## config.mk

```make
export PLATFORM = sky130hd
export DESIGN_NAME = hwpf_nl_issuer
export DESIGN_NICKNAME = d
export VERILOG_FILES = /design/src/rtl/hwpf_nl_issuer.sv
export SDC_FILE = /design/constraint.sdc
export NUM_CORES = 1
export LEC_CHECK = 0
export BUFFER_PORTS_ARGS = -buffer_cell sky130_fd_sc_hd__buf_2
export CAP_MARGIN = 20
export CORE_MARGIN = 2
export CORE_UTILIZATION = 50
export CTS_BUF_LIST = sky130_fd_sc_hd__clkbuf_4 sky130_fd_sc_hd__clkbuf_8
export DETAILED_ROUTE_END_ITERATION = 10
export PLACE_DENSITY = 0.79
export RECOVER_POWER = 50
export SYNTH_ARGS = -nofsm -noshare
export SYNTH_HDL_FRONTEND = slang
export SYNTH_SLANG_ARGS = --single-unit
```

## constraint.sdc

```tcl
create_clock -name clk_i -period 5.42 [get_ports clk_i]
set_clock_uncertainty 0.2 [all_clocks]
set_input_delay 1.084 -clock clk_i [delete_from_list [all_inputs] [get_ports clk_i]]
set_output_delay 1.084 -clock clk_i [all_outputs]
set_load 0.05 [all_outputs]
```

## src/rtl/hwpf_nl_issuer.sv

```systemverilog
// Next-line prefetch issuer: pops stack entries and issues up to DEGREE in-page next-line requests.
// Optional HWPF_NL_DEDUP_EN suppresses a candidate equal to the last accepted request line.
module hwpf_nl_issuer #(
    parameter int ADDR_W       = 40,
    parameter int LINE_BYTES   = 64,
    parameter int PAGE_BYTES   = 4096,
    parameter int DEGREE       = 2,
    parameter int MAX_INFLIGHT = 4,
    parameter int TID_W        = 4
) (
    input  logic              clk_i,
    input  logic              rst_ni,
    input  logic              flush_i,
    input  logic              enable_i,
    input  logic              stack_valid_i,
    input  logic [ADDR_W-1:0] stack_addr_i,
    output logic              stack_pop_o,
    output logic              req_valid_o,
    input  logic              req_ready_i,
    output logic [ADDR_W-1:0] req_addr_o,
    output logic [TID_W-1:0]  req_tid_o,
    input  logic              rsp_valid_i,
    output logic [3:0]        inflight_o,
    output logic              busy_o
);
    localparam int LINE_SHIFT = $clog2(LINE_BYTES);
    localparam int PAGE_SHIFT = $clog2(PAGE_BYTES);

    typedef enum logic [1:0] {IDLE, CHECK, ISSUE} state_t;

    state_t            state_q, state_d;
    logic [ADDR_W-1:0] base_q, base_d, cand;
    logic [3:0]        k_q, k_d;
    logic [TID_W-1:0]  tid_q;
    logic [3:0]        inflight_q;
    logic              hs, cross_page, last_k, dup_hit, rsp_dec;

    assign cand       = base_q + (ADDR_W'(k_q) << LINE_SHIFT);
    assign cross_page = cand[ADDR_W-1:PAGE_SHIFT] != base_q[ADDR_W-1:PAGE_SHIFT];
    assign last_k     = (k_q == 4'(DEGREE));

    // Valid is a pure function of state and inflight; inflight can only fall while
    // waiting, so once raised it holds until the handshake (or a flush).
    assign req_valid_o = (state_q == ISSUE) && (inflight_q < 4'(MAX_INFLIGHT));
    assign hs          = req_valid_o & req_ready_i;
    assign stack_pop_o = (state_q == IDLE) & stack_valid_i & enable_i & ~flush_i;
    assign req_addr_o  = cand;
    assign req_tid_o   = tid_q;
    assign inflight_o  = inflight_q;
    assign busy_o      = (state_q != IDLE);
    assign rsp_dec     = rsp_valid_i && (inflight_q != 4'd0);

`ifdef HWPF_NL_DEDUP_EN
    logic [ADDR_W-1:0] last_line_q;
    logic              last_valid_q;

    assign dup_hit = last_valid_q && (cand == last_line_q);

    always_ff @(posedge clk_i or negedge rst_ni) begin
        if (!rst_ni) begin
            last_line_q  <= '0;
            last_valid_q <= 1'b0;
        end else if (flush_i) begin
            last_valid_q <= 1'b0;
        end else if (hs) begin
            last_line_q  <= cand;
            last_valid_q <= 1'b1;
        end
    end
`else
    assign dup_hit = 1'b0;
`endif

    always_comb begin
        state_d = state_q;
        base_d  = base_q;
        k_d     = k_q;
        if (flush_i) begin
            state_d = IDLE;
        end else begin
            case (state_q)
                IDLE: begin
                    if (stack_pop_o) begin
                        base_d  = stack_addr_i & ~ADDR_W'(LINE_BYTES - 1);
                        k_d     = 4'd1;
                        state_d = CHECK;
                    end
                end
                CHECK: begin
                    if (cross_page) begin
                        state_d = IDLE;
                    end else if (dup_hit) begin
                        if (last_k) state_d = IDLE;
                        else        k_d     = k_q + 4'd1;
                    end else begin
                        state_d = ISSUE;
                    end
                end
                ISSUE: begin
                    if (hs) begin
                        if (last_k) begin
                            state_d = IDLE;
                        end else begin
                            k_d     = k_q + 4'd1;
                            state_d = CHECK;
                        end
                    end
                end
                default: state_d = IDLE;
            endcase
        end
    end

    always_ff @(posedge clk_i or negedge rst_ni) begin
        if (!rst_ni) begin
            state_q    <= IDLE;
            base_q     <= '0;
            k_q        <= '0;
            tid_q      <= '0;
            inflight_q <= '0;
        end else begin
            state_q <= state_d;
            base_q  <= base_d;
            k_q     <= k_d;
            if (hs) tid_q <= tid_q + 1'b1;
            // Flush leaves inflight alone: accepted requests still owe a response.
            case ({hs, rsp_dec})
                2'b10:   inflight_q <= inflight_q + 4'd1;
                2'b01:   inflight_q <= inflight_q - 4'd1;
                default: inflight_q <= inflight_q;
            endcase
        end
    end
endmodule

```

# Word level (Yosys, flattened, before mapping)
# Cells that the tools add are included.
# classes
muxes	11
n_bitwise	5
eq_ne	11
n_lt_le_gt_ge	1
n_reduce_logical	10
addsub	5
# op_table
cell	n
adder 40 x 10 -> 40 bit	1
!= test 28 bit	1
one-hot mux 4 bit (2 select lines)	2
adder 4 x 1 -> 4 bit (second input constant)	3
two-way mux 4 bit	3
two-way mux 2 bit	4
!= test 2 bit (second input constant)	3
!= test 3 bit (second input constant)	2
one-hot mux 2 bit (3 select lines)	1
nonzero test 2 bit	3
AND reduction 5 bit	1
AND 1 bit	4
equality test 2 x 1 -> 1 bit (second input constant)	2
equality test 2 bit (second input constant)	2
equality test 4 x 2 -> 1 bit (second input constant)	1
< comparator 4 x 3 -> 1 bit (second input constant)	1
nonzero test 4 bit	1
subtractor 4 x 1 -> 4 bit (second input constant)	1
AND reduction 3 bit	1
logical AND 1 bit	2
logical NOT 2 bit	1
AND reduction 2 bit	1
two-way mux 1 bit	1
inverter 1 bit	1
# word_totals
reg_bits	48
input_bits	47
output_inout_bits	51
word_cells	48

# Longest topological paths before layout
# Gate-level depths: netlist of the first run.
# logic_depth
depth_word	7
depth_mapped	8
depth_no_buf	8

# Worst setup path before layout of the first run
# Ideal clock, no wire load.
# synth_timing
path_type	reg2out
startpoint	register k_q[0]
endpoint	output port req_addr_o[30]
t_required_ps	4136
path_stages_with_launch	9
path_slack_ps	1516
arrival_time_ps	2620
cell_sequence	dfrtp_1 > ha_1 > inv_1 > fa_1 > nor2b_1 > o31a_1 > clkbuf_1 > nand4_1 > xnor2_1
# synth_between
elab_chain_len	1
# synth_rtl
item	line	text
from (decl)	33	logic [3:0] k_q, k_d;
from (signal assigned)	124	k_q <= k_d;
adder 40 x 10 -> 40 bit	38	assign cand = base_q + (ADDR_W'(k_q) << LINE_SHIFT);
to (decl)	20	output logic [ADDR_W-1:0] req_addr_o,
# Every way passes these cells.

# Worst setup path after layout of the first run
# layout_timing
startpoint	register k_q[0]
endpoint	output port req_addr_o[38]
# Same word-level chain as after synthesis.

==> out/results.tsv, run 1 <==
metric	value	unit
Critical Path Sink	req_addr_o[38]	
reg2reg path depth	4	
worst-path maximum fanout	13	
WL/cell	14.7	µm
clock network power share	0.140	
PD cells	471	nW/µm²
Logic pwr share	0.513	
via count	2290	
failing checks	capacitance limit, slew limit	
Post-Synthesis Cell Area	2920	µm²
Final Hold Viols	0	
Sink Count	48	
min-delay worst type	reg2reg	
commonest non-fill, non-tap cell in the layout	buf_2	
share of synthesized cell area in full adder, half adder and majority cells	0.0565	
status	finished with violations	
# diodes	0	
Seq pwr share	0.347	
largest family of logic cells by synthesized area	simple AND/OR/NAND/NOR gates	
TNS Setup	0	ns
initial antenna violation count	0	
Initial Util	0.524	
RePlAce Congestion	0.793	
Worst Path Arrival	2.92	ns
drt drc	0	
Post-Synth XOR/XNOR Area	0.111	
worst rel slew slack	-0.409	
Ys Warns	0	
post-CTS setup buffer count	0	
CTS tree	yes	
max_cap viols	2	
worst r2r src	state_q[0]	
CP Launch Type	register	
RSZ-0062 raised after global routing	false	
Root Buffer	clkbuf_8	
Post-Synth Simple-Gate Area	0.188	
Finished Layout Cells	429	
area fraction in compound gates after synthesis	0.0433	
commonest cells after routing, fill and taps aside	78 x buf_2, 48 x dfrtp_1, 34 x mux2_2, 32 x xnor2_1, 18 x nand2_1	
first-pass GRT wire length	10400	µm
post-route ant nets	0	
Reg-to-Reg End	base_q[35]	
htree depth	2	
Area Growth Syn to Fin	17.6	%
total iterations of the first detailed-routing run	4	
port bufs	85	
share of cells above drive strength 1	0.353	
Peak VDD IR	0.305	mV
fin crit share	0.775	
nets	416	
Slew Viols, Final	80	
TritonCTS buffer count	5	
vias in the first global route	2343	
Die Ht	80.4	µm
initial drt markers	58	
Final setup viols	0	
Sw Ratio	0.496	
clock buffer depth	2	
Row Count	27	
synthesized netlist cell count	271	
min cycle time layout	4.20	ns
core area	5570	µm²
CP Launch Point	k_q[0]	
Filler cells	504	
Worst Max-Slew Pin Slew	2.11	ns
max frequency	238	MHz
multiplexer share of the synthesized area	0.141	
Mean Syn Cell Area	10.8	µm²
largest net degree at the start of global routing	49	
clk slew on worst S/H paths	0.09	ns
post-CTS sizing	0	
area of the multi-input gates	1570	µm²
Die Area	6470	µm²
grt ovf	0	
number of synthesized register bits	48	
CP endpoint kind	primary output	
Worst-Skew Late Latency	0.29	ns
Critical Path RT	4.14	ns
Netlist cell types	44	
sequential cell area	1200	µm²
Detailed Place HPWL	4630	µm
I/O pin count	98	
Die Wd	80.4	µm
Seq/Total Area, Yosys	0.411	
NetSw	0.802	mW
number of vias per cell	5.34	
Internal	0.815	mW
DP Cell Count	421	
Leak Pwr	1.58	nW
Worst R2R Setup Slack	2.14	ns
WS Path Type	reg2out	
Total GRT Usage	0.205	
hold buffer count at CTS	0	
final WL	6320	µm
[worst min path at each step]
stage                         to          from  slack [ns]  depth (start not counted)
global route        req_tid_o[3]  req_tid_o[3]        0.31                          1
finish              req_tid_o[3]  req_tid_o[3]        0.27                          1
CTS                 req_tid_o[3]  req_tid_o[3]        0.27                          1
detailed placement  req_tid_o[3]  req_tid_o[3]        0.25                          1
global placement    req_tid_o[3]  req_tid_o[3]        0.26                          1
floorplan              base_q[6]     base_q[6]        0.29                          1
[logic make-up after synthesis]
logic type | Yosys count
mux | 37
simple gates | 90
fa+ha+maj | 12
compound gates | 19
buf+inv | 27
flops | 48
xor+xnor | 37
other cells | 1
[registers in the layout, indices dropped and copies added (netlist names)]
name,flops
base_q,34
inflight_o,4
k_q,4
req_tid_o,4
state_q,2
[metrics by stage]
stage | hold slack [ns] | power (mW) | cell area, µm² | utilization | worst slack [ns]
6_report | 0.271 | 1.62 | 3430 | 0.616 | 1.22
5_1_grt | 0.314 | 1.71 | 3430 | 0.616 | 1.02
4_1_cts | 0.269 | 1.64 | 3480 | 0.624 | 1.25
3_5_place_dp | 0.254 | 1.41 | 3380 | 0.606 | 1.60
3_3_place_gp | 0.258 | 1.39 | 3380 | 0.606 | 1.67
2_1_floorplan | 0.287 | 1.22 | 2940 | - | 1.52
[final cells by class]
class	instances	share of cell area
clock buffers	7	0.0281
repair buffers	88	0.126
flip-flops and latches	48	0.350
multi-input cells	201	0.456
well taps	72	0.0262
inverters	13	0.0142
[Yosys cell counts, drive strengths merged]
master,number,area (µm²)
nor3,6,46.3
a2111o,1,11.3
conb,1,3.75
mux2,34,383
and4,2,17.5
o21a,1,7.51
o22ai,1,6.26
and2,2,12.5
nand3,14,75.1
xnor2,32,280
nor2,11,41.3
clkbuf,2,7.51
a21oi,5,25.0
nand3b,1,7.51
fa,2,40.0
nor4b,1,23.8
nand4,17,106
nor4,2,33.8
ha,10,125
a2bb2oi,1,8.76
nand2b,1,6.26
nand2,18,67.6
nor2b,5,31.3
or2,1,6.26
nor4bb,2,20.0
and3,6,40.0
o21ai,6,30.0
dfrtp,48,1200
xor2,5,43.8
and4bb,1,12.5
a21o,1,7.51
o41a,1,11.3
o311a,1,10.0
mux2i,3,30.0
inv,13,48.8
o31a,1,8.76
buf,12,83.8
[critical path, cell delays in order (launching register included)]
cell     delay [ns]
dfrtp_1        0.45
ha_1           0.20
inv_1          0.05
fa_1           0.41
nor2b_1        0.23
o31a_1         0.53
nand4_1        0.18
xnor2_1        0.25
buf_2          0.30
[routing by layer]
layer,vias up,track usage,wire length (µm)
li1,1117,-,-
met1,1105,0.245,2690
met2,60,0.381,3270
met3,8,0.0213,255
met4,0,0.0712,95
met5,-,0,0
[power groups by stage]
stage               sequential (mW)  combinational (mW)  clock [mW]
finish                        0.562               0.829       0.226
global placement              0.563               0.825           0
detailed placement            0.571               0.840           0
CTS                           0.564               0.842       0.233
floorplan                     0.627               0.589           0
global route                  0.577               0.889       0.244
No activity file was read; power rests on OpenSTA's default activity.
==> run 2, diff against run 1 <==
ABC_AREA = 1   (was unset)
PLACE_DENSITY = 0.78   (was 0.79)
clock period = 4.2 ns   (was 5.42 ns; I/O delays follow)
==> out/results.tsv, run 2 <==
metric	value	unit	change
Critical Path RT	3.16	ns	-0.98 ns
Post-synth EDFFs	0		unchanged
largest register by flop count	base_q		
Final setup viols	0		unchanged
largest net degree at the start of global routing	53		+8.2%
Worst-Skew Late Latency	0.30	ns	about the same
TNS Setup	0	ns	unchanged
share of cells above drive strength 1	0.203		-0.150
TritonCTS buffer count	5		unchanged
RSZ-0062 raised after global routing	false		
Leak Pwr	2.04	nW	+29%
number of vias per cell	4.88		-8.5%
drt drc	0		unchanged
post-CTS setup buffer count	0		unchanged
Final Core Density	0.598		-0.0177
Initial Util	0.515		-0.00867
CP endpoint kind	primary output		
top cells by area, synth	dfrtp_1 37%, nand2_1 20%, inv_1 5.8%, ha_1 3.8%, xor2_1 3.8%		
clock buffer depth	2		unchanged
Post-Synthesis Cell Area	3250	µm²	+11%
Synth top area share	0.369		-0.0420
Internal	1.17	mW	+44%
prevailing post-synth register cell	dfrtp_1		
via count	2994		+31%
reg2reg path depth	7		+3
total iterations of the first detailed-routing run	4		unchanged
commonest cells after routing, fill and taps aside	177 x nand2_1, 84 x buf_2, 51 x inv_1, 48 x dfrtp_1, 32 x nor2_1		
max FFs per register	34		unchanged
core area	6310	µm²	+13%
min cycle time layout	3.61	ns	
worst hold path depth	1		unchanged
max_cap viols	2		unchanged
clk slew on worst S/H paths	0.09	ns	about the same
Mean Syn Cell Area	7.26	µm²	-33%
RePlAce Congestion	0.925		+17%
worst rel slew slack	-0.334		+0.0744
Logic pwr share	0.554		+0.041
I/O pin count	98		unchanged
Sw Ratio	0.548		+0.0516
Seq pwr share	0.313		-0.034
Die Wd	84.7	µm	+5.3%
Seq/Total Area, Yosys	0.369		-0.0420
Ys Warns	0		unchanged
ys async rst share	1.00		unchanged
CP Launch Type	register		
Netlist cell types	35		-20%
Worst Max-Slew Pin Slew	2.00	ns	-0.112 ns
PD cells	686	nW/µm²	+46%
final WL	7710	µm	+22%
initial drt markers	149		+160%
Total GRT Usage	0.224		+0.0187
NetSw	1.42	mW	+77%
Final WS setup	0.588	ns	-0.632 ns
CTS tree	yes		
post-CTS sizing	0		unchanged
status	finished with violations		
nets	594		+43%
first-pass GRT wire length	13100	µm	+26%
Slew Viols, Final	89		+11%
port bufs	85		unchanged
Sink Count	48		unchanged
Peak VDD IR	0.417	mV	+37%
max frequency	277	MHz	
worst-path maximum fanout	5		-8
count leader, synth	nand2_1		
post-synth top area cell	dfrtp_1		
failing checks	capacitance limit, slew limit		
Post-Place Setup Slack	0.912	ns	-0.692 ns
list of most frequent post-synthesis cells	175 x nand2_1, 50 x inv_1, 48 x dfrtp_1, 32 x nor2_1, 24 x nand3_1		
commonest non-fill, non-tap cell in the layout	nand2_1		
initial antenna violation count	0		unchanged
grt ovf	0		unchanged
Detailed Place HPWL	6040	µm	+30%
Die Ht	84.7	µm	+5.3%
Die Area	7170	µm²	+11%
Root Buffer	clkbuf_8		
vias in the first global route	2874		+23%
min-delay worst type	reg2reg		
hold buffer count at CTS	0		unchanged
WS Path Type	reg2out		
WL/cell	12.6	µm	-15%
# diodes	0		unchanged
clock network power share	0.132		-0.008
fin crit share	0.860		
htree depth	2		unchanged
Worst Path Arrival	2.57	ns	-0.35 ns
synthesized netlist cell count	448		+65%
Final Hold Viols	0		unchanged
number of synthesized register bits	48		unchanged
Filler cells	613		+22%
Area Growth Syn to Fin	16.1	%	
Row Count	29		+7.4%
post-route ant nets	0		unchanged
run 2: cell families after synthesis:
kind of cell,after synthesis,synth area share
adders and majority gates,12,0.0508
and+or+nand+nor,264,0.359
other,1,0.00115
DFF,48,0.369
buffers and inverters,65,0.0946
AOI/OAI and AO/OA,33,0.0584
xor gates and xnor gates,25,0.0673
run 2: layer usage:
| metal | vias up | routed length [µm] | track usage |
|---|---|---|---|
| met5 | - | 0 | 0 |
| met4 | 0 | 37 | 0.0404 |
| met3 | 4 | 583 | 0.0531 |
| met2 | 88 | 3580 | 0.361 |
| met1 | 1342 | 3510 | 0.312 |
| li1 | 1560 | - | - |
run 2: worst max-delay path, cell delays in order (launching register included):
cell and delay [ns]:
dfrtp_1 0.42, ha_1 0.20, inv_1 0.06, fa_1 0.45, o21ai_4 0.25, nand2_1 0.13
nor2_1 0.29, nand2_1 0.09, nand2_1 0.06, nand2_1 0.05, inv_1 0.04, buf_2 0.24
run 2: area by class of cell:
type | count | area, µm² | area share
inverter | 53 | 201 | 0.0533
multi-input combinational | 340 | 1740 | 0.460
sequential | 48 | 1200 | 0.318
timing repair buffer | 87 | 432 | 0.114
clock buffer | 6 | 76.3 | 0.0202
clock inverter | 2 | 35.0 | 0.00927
tap | 77 | 96.3 | 0.0255
run 2: per-stage QoR:
stage	cells	total power [mW]	hold slack (ns)	cell area, µm²
2_1_floorplan	453	1.95	0.248	3270
3_3_place_gp	604	2.25	0.252	3700
3_5_place_dp	604	2.28	0.260	3700
4_1_cts	612	2.62	0.278	3810
5_1_grt	613	2.77	0.300	3780
6_report	613	2.59	0.277	3780
run 2: power by group through the flow:
stage | Sequential (mW) | Combinational, mW | Clock (mW)
6_report | 0.812 | 1.44 | 0.343
5_1_grt | 0.839 | 1.56 | 0.367
4_1_cts | 0.816 | 1.46 | 0.349
3_5_place_dp | 0.822 | 1.46 | 0
3_3_place_gp | 0.817 | 1.43 | 0
2_1_floorplan | 0.875 | 1.08 | 0
run 2: worst paths after layout:
| check | from | end | slack (ns) |
|---|---|---|---|
| hold / removal | req_tid_o[3] | req_tid_o[3] | 0.28 |
| hold reg to reg | req_tid_o[3] | req_tid_o[3] | 0.28 |
| min in group asynchronous | rst_ni | base_q[17] | 0.39 |
| setup reg to reg | state_q[1] | base_q[12] | 0.99 |
| max in group asynchronous | rst_ni | base_q[21] | 1.21 |
| setup / recovery | k_q[0] | req_addr_o[34] | 0.59 |
==> run 3, diff against run 2 <==
==> constraint.sdc (replaced) <==
create_clock -name clk_i -period 4.2 [get_ports clk_i]
set_clock_uncertainty 0.2 [all_clocks]
set_input_delay 0.42 -clock clk_i [delete_from_list [all_inputs] [get_ports clk_i]]
set_output_delay 0.42 -clock clk_i [all_outputs]
set_load 0.05 [all_outputs]
==> out/results.tsv, run 3 (synthesized netlist as in run 2, its figures left out) <==
metric	value	unit	change
post-route ant nets	0		unchanged
max frequency	312	MHz	+13%
Sink Count	48		unchanged
Critical Path RT	3.58	ns	+0.42 ns
Area Growth Syn to Fin	15.7	%	
vias in the first global route	2965		+3.2%
Worst-Skew Late Latency	0.30	ns	about the same
largest net degree at the start of global routing	49		-7.5%
placed cell area	3700	µm²	+0.20%
Die Ht	84.7	µm	unchanged
clk slew on worst S/H paths	0.09	ns	about the same
CTS tree	yes		
CP endpoint kind	primary output		
final WL	7810	µm	+1.3%
min cycle time layout	3.20	ns	-0.408 ns
RePlAce Congestion	0.927		+0.22%
status	finished with violations		
RSZ-0062 raised after global routing	false		
worst-path maximum fanout	7		+2
PD cells	677	nW/µm²	-1.3%
WL/cell	12.7	µm	+1.3%
initial antenna violation count	0		unchanged
worst rel slew slack	-0.778		-0.444
commonest non-fill, non-tap cell in the layout	nand2_1		
Initial Util	0.515		unchanged
reg2reg path depth	12		+5
Final setup viols	0		unchanged
Worst Path Arrival	2.58	ns	about the same
post-CTS sizing	0		unchanged
clock buffer depth	2		unchanged
max_cap viols	1		-1
commonest cells after routing, fill and taps aside	177 x nand2_1, 75 x buf_2, 51 x inv_1, 48 x dfrtp_1, 33 x nor2_1		
share of cells above drive strength 1	0.187		-0.0168
worst r2r src	state_q[0]		
Leak Pwr	2.00	nW	-1.9%
post-CTS setup buffer count	0		unchanged
first-pass GRT wire length	13500	µm	+3.2%
Peak VDD IR	0.464	mV	+11%
CP Launch Type	register		
number of vias per cell	4.98		+1.9%
failing checks	capacitance limit, slew limit		
Slew Viols, Final	49		-45%
Worst Max-Slew Pin Slew	2.67	ns	+0.665 ns
min-delay worst type	in2reg		
Total GRT Usage	0.230		+0.00658
fin crit share	0.763		-0.0971
Post-Layout Inst Area	3770	µm²	-0.33%
htree depth	2		unchanged
Final Core Density	0.597		-0.00198
# diodes	0		unchanged
hold buffer count at CTS	0		unchanged
final total power	2.55	mW	-1.6%
via count	3052		+1.9%
Critical Path Sink	req_addr_o[22]		
Reg-to-Reg End	inflight_o[3]		
total iterations of the first detailed-routing run	4		unchanged
TNS Setup	0	ns	unchanged
grt ovf	0		unchanged
Final Hold Viols	0		unchanged
core area	6310	µm²	unchanged
Worst R2R Setup Slack	1.36	ns	+0.37 ns
nets	594		unchanged
TritonCTS buffer count	5		unchanged
Root Buffer	clkbuf_8		
drt drc	0		unchanged
I/O pin count	98		unchanged
port bufs	85		unchanged
initial drt markers	162		+8.7%
DP Cell Count	605		+0.17%
max FFs per register	34		unchanged
CP Launch Point	k_q[0]		
Die Area	7170	µm²	unchanged
WS Path Type	reg2out		
Row Count	29		unchanged
Die Wd	84.7	µm	unchanged
Detailed Place HPWL	6110	µm	+1.2%
largest register by flop count	base_q		
Finished Layout Cells	613		unchanged
==> run 3: critical path, cell delays in order (launching register included) <==
cell and delay (ns):
dfrtp_1 0.42, ha_1 0.19, inv_1 0.06, fa_1 0.45, o21ai_4 0.25, nand3_4 0.14
nor2_4 0.24, xor2_1 0.24, buf_2 0.30
==> run 3: power breakdown <==
group | total, mW | switching (mW) | leakage [nW] | internal, mW
combinational | 1.44 | 1.08 | 1.35 | 0.352
clock | 0.304 | 0.164 | 0.0479 | 0.141
sequential | 0.811 | 0.184 | 0.604 | 0.627
total | 2.55 | 1.43 | 2.00 | 1.12
==> run 3: worst min-delay path by stage <==
stage | slack (ns) | depth (start not counted) | start | end
floorplan | -0.08 | 0 | rst_ni | base_q[10]
global placement | 0.25 | 1 | req_tid_o[3] | req_tid_o[3]
detailed placement | 0.27 | 1 | req_tid_o[3] | req_tid_o[3]
CTS | 0.03 | 2 | rst_ni | base_q[13]
global route | 0.10 | 3 | stack_addr_i[30] | base_q[30]
finish | 0.10 | 3 | stack_addr_i[9] | base_q[9]
==> run 3: per-layer routing <==
metal	GRT usage	up-vias	wire (µm)
met1	0.318	1393	3600
met3	0.0501	9	550
met2	0.374	93	3570
li1	-	1557	-
met4	0.0519	0	85
met5	0	-	0
==> run 3: through the flow <==
step | setup slack, ns | hold WS, ns
after floorplan | 1.24 | -0.0756
after global placement | 1.38 | 0.252
after detailed placement | 1.33 | 0.268
after CTS | 0.977 | 0.0339
after global routing | 0.841 | 0.103
final | 0.996 | 0.104
==> run 3: final cells by class <==
type | instances | area [µm²]
clock buffers | 7 | 90.1
fillers | 600 | 2550
multi-input cells | 340 | 1750
flip-flops and latches | 48 | 1200
repair buffers | 87 | 424
well taps | 77 | 96.3
inverters | 53 | 201
clock inverters | 1 | 7.51
